[src/rtl/fp32_addtree5to1_src_packer.sv]
// Gathers 32 FP32 words (8 channels x 4 operands) and scatters them nibble-sliced into the
// adder-tree source registers; define FP32_PACK_DOUBLE_BUF_EN for ping-pong staging banks.
module fp32_addtree5to1_src_packer #(
  parameter logic [31:0] PAD_WORD  = 32'h0000_0000,
  parameter int          CNT_WIDTH = 16
) (
  input  logic                 clk,
  input  logic                 rst_n,
  input  logic                 in_valid,
  output logic                 in_ready,
  input  logic [31:0]          in_data,
  input  logic                 in_last,
  input  logic                 tree_grant,
  output logic                 cru_fp32addtree5to1,
  output logic [127:0]         dvr_fp32addtree5to1_s0,
  output logic [127:0]         dvr_fp32addtree5to1_s1,
  output logic [127:0]         dvr_fp32addtree5to1_s2,
  output logic [127:0]         dvr_fp32addtree5to1_s3,
  output logic [127:0]         dvr_fp32addtree5to1_s4,
  output logic [127:0]         dvr_fp32addtree5to1_s5,
  output logic [127:0]         dvr_fp32addtree5to1_s6,
  output logic [127:0]         dvr_fp32addtree5to1_s7,
  output logic                 batch_pending,
  output logic [CNT_WIDTH-1:0] batch_cnt
);

`ifdef FP32_PACK_DOUBLE_BUF_EN
  localparam logic DB = 1'b1;
`else
  localparam logic DB = 1'b0;
`endif

  typedef enum logic {FILL = 1'b0, PEND = 1'b1} bank_state_e;

  // Single-bank builds never toggle the bank pointers, so bank 1 stays idle at PAD_WORD.
  bank_state_e          bank_st_q [2];
  bank_state_e          bank_st_d [2];
  logic                 fill_bank_q, fill_bank_d;
  logic                 rd_bank_q, rd_bank_d;
  logic [4:0]           wr_idx_q, wr_idx_d;
  logic [31:0]          stage_q [2][32];
  logic [127:0]         dvr_q [8];
  logic [127:0]         dvr_d [8];
  logic                 cru_q;
  logic [CNT_WIDTH-1:0] cnt_q;
  logic                 accept;
  logic                 complete;
  logic                 issue;

  assign in_ready      = (bank_st_q[fill_bank_q] == FILL);
  assign batch_pending = (bank_st_q[0] == PEND) || (bank_st_q[1] == PEND);
  assign accept        = in_valid && in_ready;
  assign complete      = accept && (in_last || (wr_idx_q == 5'd31));
  assign issue         = (bank_st_q[rd_bank_q] == PEND) && tree_grant;

  always_comb begin
    bank_st_d[0] = bank_st_q[0];
    bank_st_d[1] = bank_st_q[1];
    fill_bank_d  = fill_bank_q;
    rd_bank_d    = rd_bank_q;
    wr_idx_d     = wr_idx_q;
    if (accept) begin
      wr_idx_d = complete ? 5'd0 : wr_idx_q + 5'd1;
    end
    // Completion and issue always target different banks, so both may happen in one cycle.
    if (complete) begin
      bank_st_d[fill_bank_q] = PEND;
      fill_bank_d            = fill_bank_q ^ DB;
    end
    if (issue) begin
      bank_st_d[rd_bank_q] = FILL;
      rd_bank_d            = rd_bank_q ^ DB;
    end
  end

  always_ff @(posedge clk) begin
    if (!rst_n) begin
      bank_st_q[0] <= FILL;
      bank_st_q[1] <= FILL;
      fill_bank_q  <= 1'b0;
      rd_bank_q    <= 1'b0;
      wr_idx_q     <= 5'd0;
      cru_q        <= 1'b0;
      cnt_q        <= '0;
    end else begin
      bank_st_q[0] <= bank_st_d[0];
      bank_st_q[1] <= bank_st_d[1];
      fill_bank_q  <= fill_bank_d;
      rd_bank_q    <= rd_bank_d;
      wr_idx_q     <= wr_idx_d;
      cru_q        <= issue;
      if (issue) begin
        cnt_q <= cnt_q + 1'b1;
      end
    end
  end

  // Word y, nibble n lands in source register n at nibble position y.
  always_comb begin
    for (int n = 0; n < 8; n++) begin
      dvr_d[n] = '0;
      for (int y = 0; y < 32; y++) begin
        dvr_d[n][4*y +: 4] = stage_q[rd_bank_q][y][4*n +: 4];
      end
    end
  end

  always_ff @(posedge clk) begin
    if (!rst_n) begin
      for (int b = 0; b < 2; b++) begin
        for (int y = 0; y < 32; y++) begin
          stage_q[b][y] <= PAD_WORD;
        end
      end
    end else begin
      if (accept) begin
        stage_q[fill_bank_q][wr_idx_q] <= in_data;
      end
      if (issue) begin
        for (int y = 0; y < 32; y++) begin
          stage_q[rd_bank_q][y] <= PAD_WORD;
        end
      end
    end
  end

  always_ff @(posedge clk) begin
    if (!rst_n) begin
      for (int n = 0; n < 8; n++) begin
        dvr_q[n] <= '0;
      end
    end else if (issue) begin
      for (int n = 0; n < 8; n++) begin
        dvr_q[n] <= dvr_d[n];
      end
    end
  end

  assign cru_fp32addtree5to1    = cru_q;
  assign batch_cnt              = cnt_q;
  assign dvr_fp32addtree5to1_s0 = dvr_q[0];
  assign dvr_fp32addtree5to1_s1 = dvr_q[1];
  assign dvr_fp32addtree5to1_s2 = dvr_q[2];
  assign dvr_fp32addtree5to1_s3 = dvr_q[3];
  assign dvr_fp32addtree5to1_s4 = dvr_q[4];
  assign dvr_fp32addtree5to1_s5 = dvr_q[5];
  assign dvr_fp32addtree5to1_s6 = dvr_q[6];
  assign dvr_fp32addtree5to1_s7 = dvr_q[7];

endmodule

[config.mk]
export PLATFORM = sky130hd
export DESIGN_NAME = fp32_addtree5to1_src_packer
export DESIGN_NICKNAME = d
export VERILOG_FILES = /design/src/rtl/fp32_addtree5to1_src_packer.sv
export SDC_FILE = /design/constraint.sdc
export NUM_CORES = 2
export LEC_CHECK = 0
export CORE_AREA = 8 8 415 417
export CTS_BUF_LIST = sky130_fd_sc_hd__clkbuf_4 sky130_fd_sc_hd__clkbuf_8
export DETAILED_ROUTE_END_ITERATION = 7
export DIE_AREA = 0 0 423 425
export HOLD_SLACK_MARGIN = 0.03
export PLACE_DENSITY = 0.71
export SYNTH_ARGS = -nofsm -noshare
export SYNTH_HDL_FRONTEND = slang
export SYNTH_SLANG_ARGS = --single-unit
[constraint.sdc]
create_clock -name clk -period 27.7 [get_ports clk]
set_input_delay 6.925 -clock clk [delete_from_list [all_inputs] [get_ports clk]]
set_output_delay 6.925 -clock clk [all_outputs]
set_load 0.02 [all_outputs]
==> metrics.md <==
| Metric | Value |
|---|---|
| All-Layer GR Usage | 0.2667 |
| Most common cell after layout, fill and taps aside | nand2_1 |
| Clock sink total | 2071 |
| Final setup vio count | 0 |
| Post-CTS sizing | 0 |
| Initial Utilization | 0.4482 |
| CTS Buf Count | 342 |
| Share of cells above drive strength 1 | 0.09233 |
| Detailed Routing Iterations Pass 1 | 6 |
| Routability Congestion | 0.8359 |
| Syn nets | 6786 |
| DP Wirelength | 156.8 mm |
| Mapped cell area | between 0.07 and 0.08 sq mm |
| WP data arrival | around 13 ns |
| Row count | 150 |
| I/O pin cnt | between 1000 and 1500 |
| Via/cell ratio | 5.381 |
| Clock root buffer | clkbuf_8 |
| DR iter-0 viols | about 6700 |
| RSZ-0062 raised after global routing | no |
| Slew Limit Fails | 0 |
| Area after DPL | approximately 0.086 sq mm |
| Max_cap viols | 0 |
| Pwr/cell area | 69.69 mW/mm^2 |
| Sequential-to-total area share from yosys stat | 0.6954 |
| Setup_tns | 0 ns |
| Slew margin rel. | 0.07030 |
| Min-delay worst type | reg2reg |
| Final hold vios | 0 |
| Vias | about 55000 |
| CTS tree | built |
| CP Max Fanout | 170 |
| Synth warn | 0 |
| R2R setup slack | 21.40 ns |
| Period minus WS final | 12.39 ns |
| Worst Skew | 0.08253 ns |
| Setup CP Type | in2reg |
| Synthesis-stage register bit count | 2071 |
| Setup crit start kind | input port |
| Commonest non-fill, non-tap cells in the layout | 1789 x nand2_1, 1050 x clkdlybuf4s50_1, 1047 x dfxtp_1 |
| Clock Tree Buf Depth | 4 |
| Initial antenna violation count | 5 |
| Die Span Y | approximately 430 um |
| Leakage | between 30 and 40 nW |
| Die area | between 0.15 and 0.2 sq mm |
| EDFF count, synth | roughly 1000 |
| Routed Antenna Nets | 0 |
| DRT Wirelength | 253.1 mm |
| CP Data Required Time | 28.29 ns |
| I/O Buffers | 1079 |
| Ys async rst share | 0 |
| Area growth syn-to-layout | 25.63% |
| Post-DR wirelength/cell | 24.84 um |
| Post-CTS Setup Repair Bufs | 0 |
| WHS | about 0.45 ns |
| Vias in the first global route | 52450 |
| Slew @ Worst Pin | ~1.4 ns |
| CORE AREA | 0.1659 sq mm |
| Aggregate global routing overflow | 0 |
| Critical path endpoint category | register |
| Fmax | 80.74 MHz |
| Peak supply drop | 0.05217 mV |
| Htree depth | 5 |
| Residual DRC | 0 |
| First-pass GRT wire length | 357.7 mm |
| Cells after Synth | between 6000 and 7000 |
| Largest net degree at the start of global routing | 253 |
| Clock insertion delay at the later pin of the skew report | 1.05 ns |
| Layout Nets | 7768 |
| Final Instance Area | ~0.093 sq mm |
| Hold-fix buffers, CTS | 0 |
| Tcrit/Tclk final | 0.4472 |
| Post-synth top flop | dfxtp_1 |
| Syn Area/Cell | around 11 sq um |
| Clk slew on worst S/H paths | 0.06 ns |
| Run status | complete, no violations |
| Chip width | 423 um |
| Distinct cells, synth | 42 |
final timing paths:
kind | from | endpoint | cells after the start
hold reg to reg | stage_q[0][581] | stage_q[0][581] | 2
setup / recovery | rst_n | dvr_q[0][303] | 10
hold / removal | stage_q[0][581] | stage_q[0][581] | 2
setup reg to reg | bank_st_q[0][0] | dvr_q[0][303] | 9
cell families (layout without fill, tap and decap cells):
logic type / Yosys count / in the layout / share of synthesized area
flip-flops: 2071 / 2071 / 0.6954
buffers and inverters: 533 / 1772 / 0.03200
adder cells (fa/ha/maj): 6 / 6 / 0.001010
other: 0 / 6 / 0
AND/OR/NAND/NOR: 3694 / 3694 / 0.2358
AO/OA/AOI/OAI: 430 / 430 / 0.03470
XOR/XNOR: 9 / 9 / 0.001060
cell type report:
| cell class | count | area (sq um) |
|---|---|---|
| sequential | 2071 | 51710 |
| clock buffer | 532 | 6515 |
| timing repair buffer | 1165 | 11390 |
| tap | 2204 | 2758 |
| fill | 13600 | 72490 |
| inverter | 6 | 26.28 |
| multi-input combinational | 4139 | 20520 |
| clock inverter | 69 | 483.0 |
| antenna | 6 | 15.01 |
synthesized netlist by cell type (2+ instances only):
cell type | number | area (sq um)
and4b_1 | 4 | 40.04
nand3b_1 | 3 | 22.52
nor3_1 | 3 | 15.01
o21ai_0 | 5 | 25.02
a22oi_1 | 146 | 1096
nand3_1 | 632 | 3163
edfxtp_1 | 1024 | 30750
nand4b_4 | 4 | 95.09
nor2_2 | 24 | 150.1
nand4_1 | 6 | 37.54
xor2_1 | 9 | 78.83
a31oi_2 | 6 | 75.07
or3_1 | 3 | 18.77
and3_1 | 3 | 18.77
and3b_1 | 3 | 26.28
inv_1 | 5 | 18.77
dfxtp_1 | 1047 | 20960
a21oi_1 | 267 | 1336
buf_2 | 221 | 1106
ha_1 | 6 | 75.07
or4_1 | 4 | 30.03
clkbuf_1 | 272 | 1021
nor2_1 | 166 | 623.1
nor3b_1 | 3 | 22.52
buf_1 | 7 | 26.28
o31ai_1 | 4 | 30.03
nand2_1 | 1799 | 6753
buf_4 | 25 | 187.7
and2_1 | 1024 | 6406
and4_1 | 5 | 43.79
or3b_4 | 2 | 22.52
power by group:
part	internal, W	switching [W]
registers	0.00329	0.0000575
logic	0.000131	0.000280
clock network	0.00155	0.00120
total	0.00497	0.00154
routing by layer:
metal / vias up / part of all wire / global-route usage
li1: 24380 / - / -
met1: 26610 / 0.36 / 0.3196
met2: 3164 / 0.47 / 0.4337
met3: 692 / 0.094 / 0.06135
met4: 2 / 0.073 / 0.1714
met5: - / 0.000051 / 0
stage by stage:
| step | cells | power, W | util | worst slack (ns) |
|---|---|---|---|---|
| global route | 10190 | 0.006692 | 0.5630 | 15.12 |
| finish | 10190 | 0.006511 | 0.5631 | 15.31 |
| floorplan | 6743 | 0.003623 | - | 4.210 |
| global placement | 9585 | 0.003823 | 0.5208 | 14.50 |
| CTS | 10190 | 0.006539 | 0.5630 | 15.53 |
| detailed placement | 9585 | 0.003823 | 0.5208 | 14.43 |
registers in the layout, summed over array words and instances (netlist names):
register             flops
cru_fp32addtree5to1      1
wr_idx_q                 5
bank_st_q                1
stage_q               1024
dvr_q                 1024
batch_cnt               16
worst max-delay path, stage by stage:
cell        delay [ns]
buf_6             0.21
inv_2             0.66
a21oi_4           0.02
buf_4             0.39
clkinvlp_4        0.17
buf_4             0.57
buf_4             0.98
buf_12            0.61
buf_12            0.74
buf_4             0.96
(Power assumes the default switching activity.)
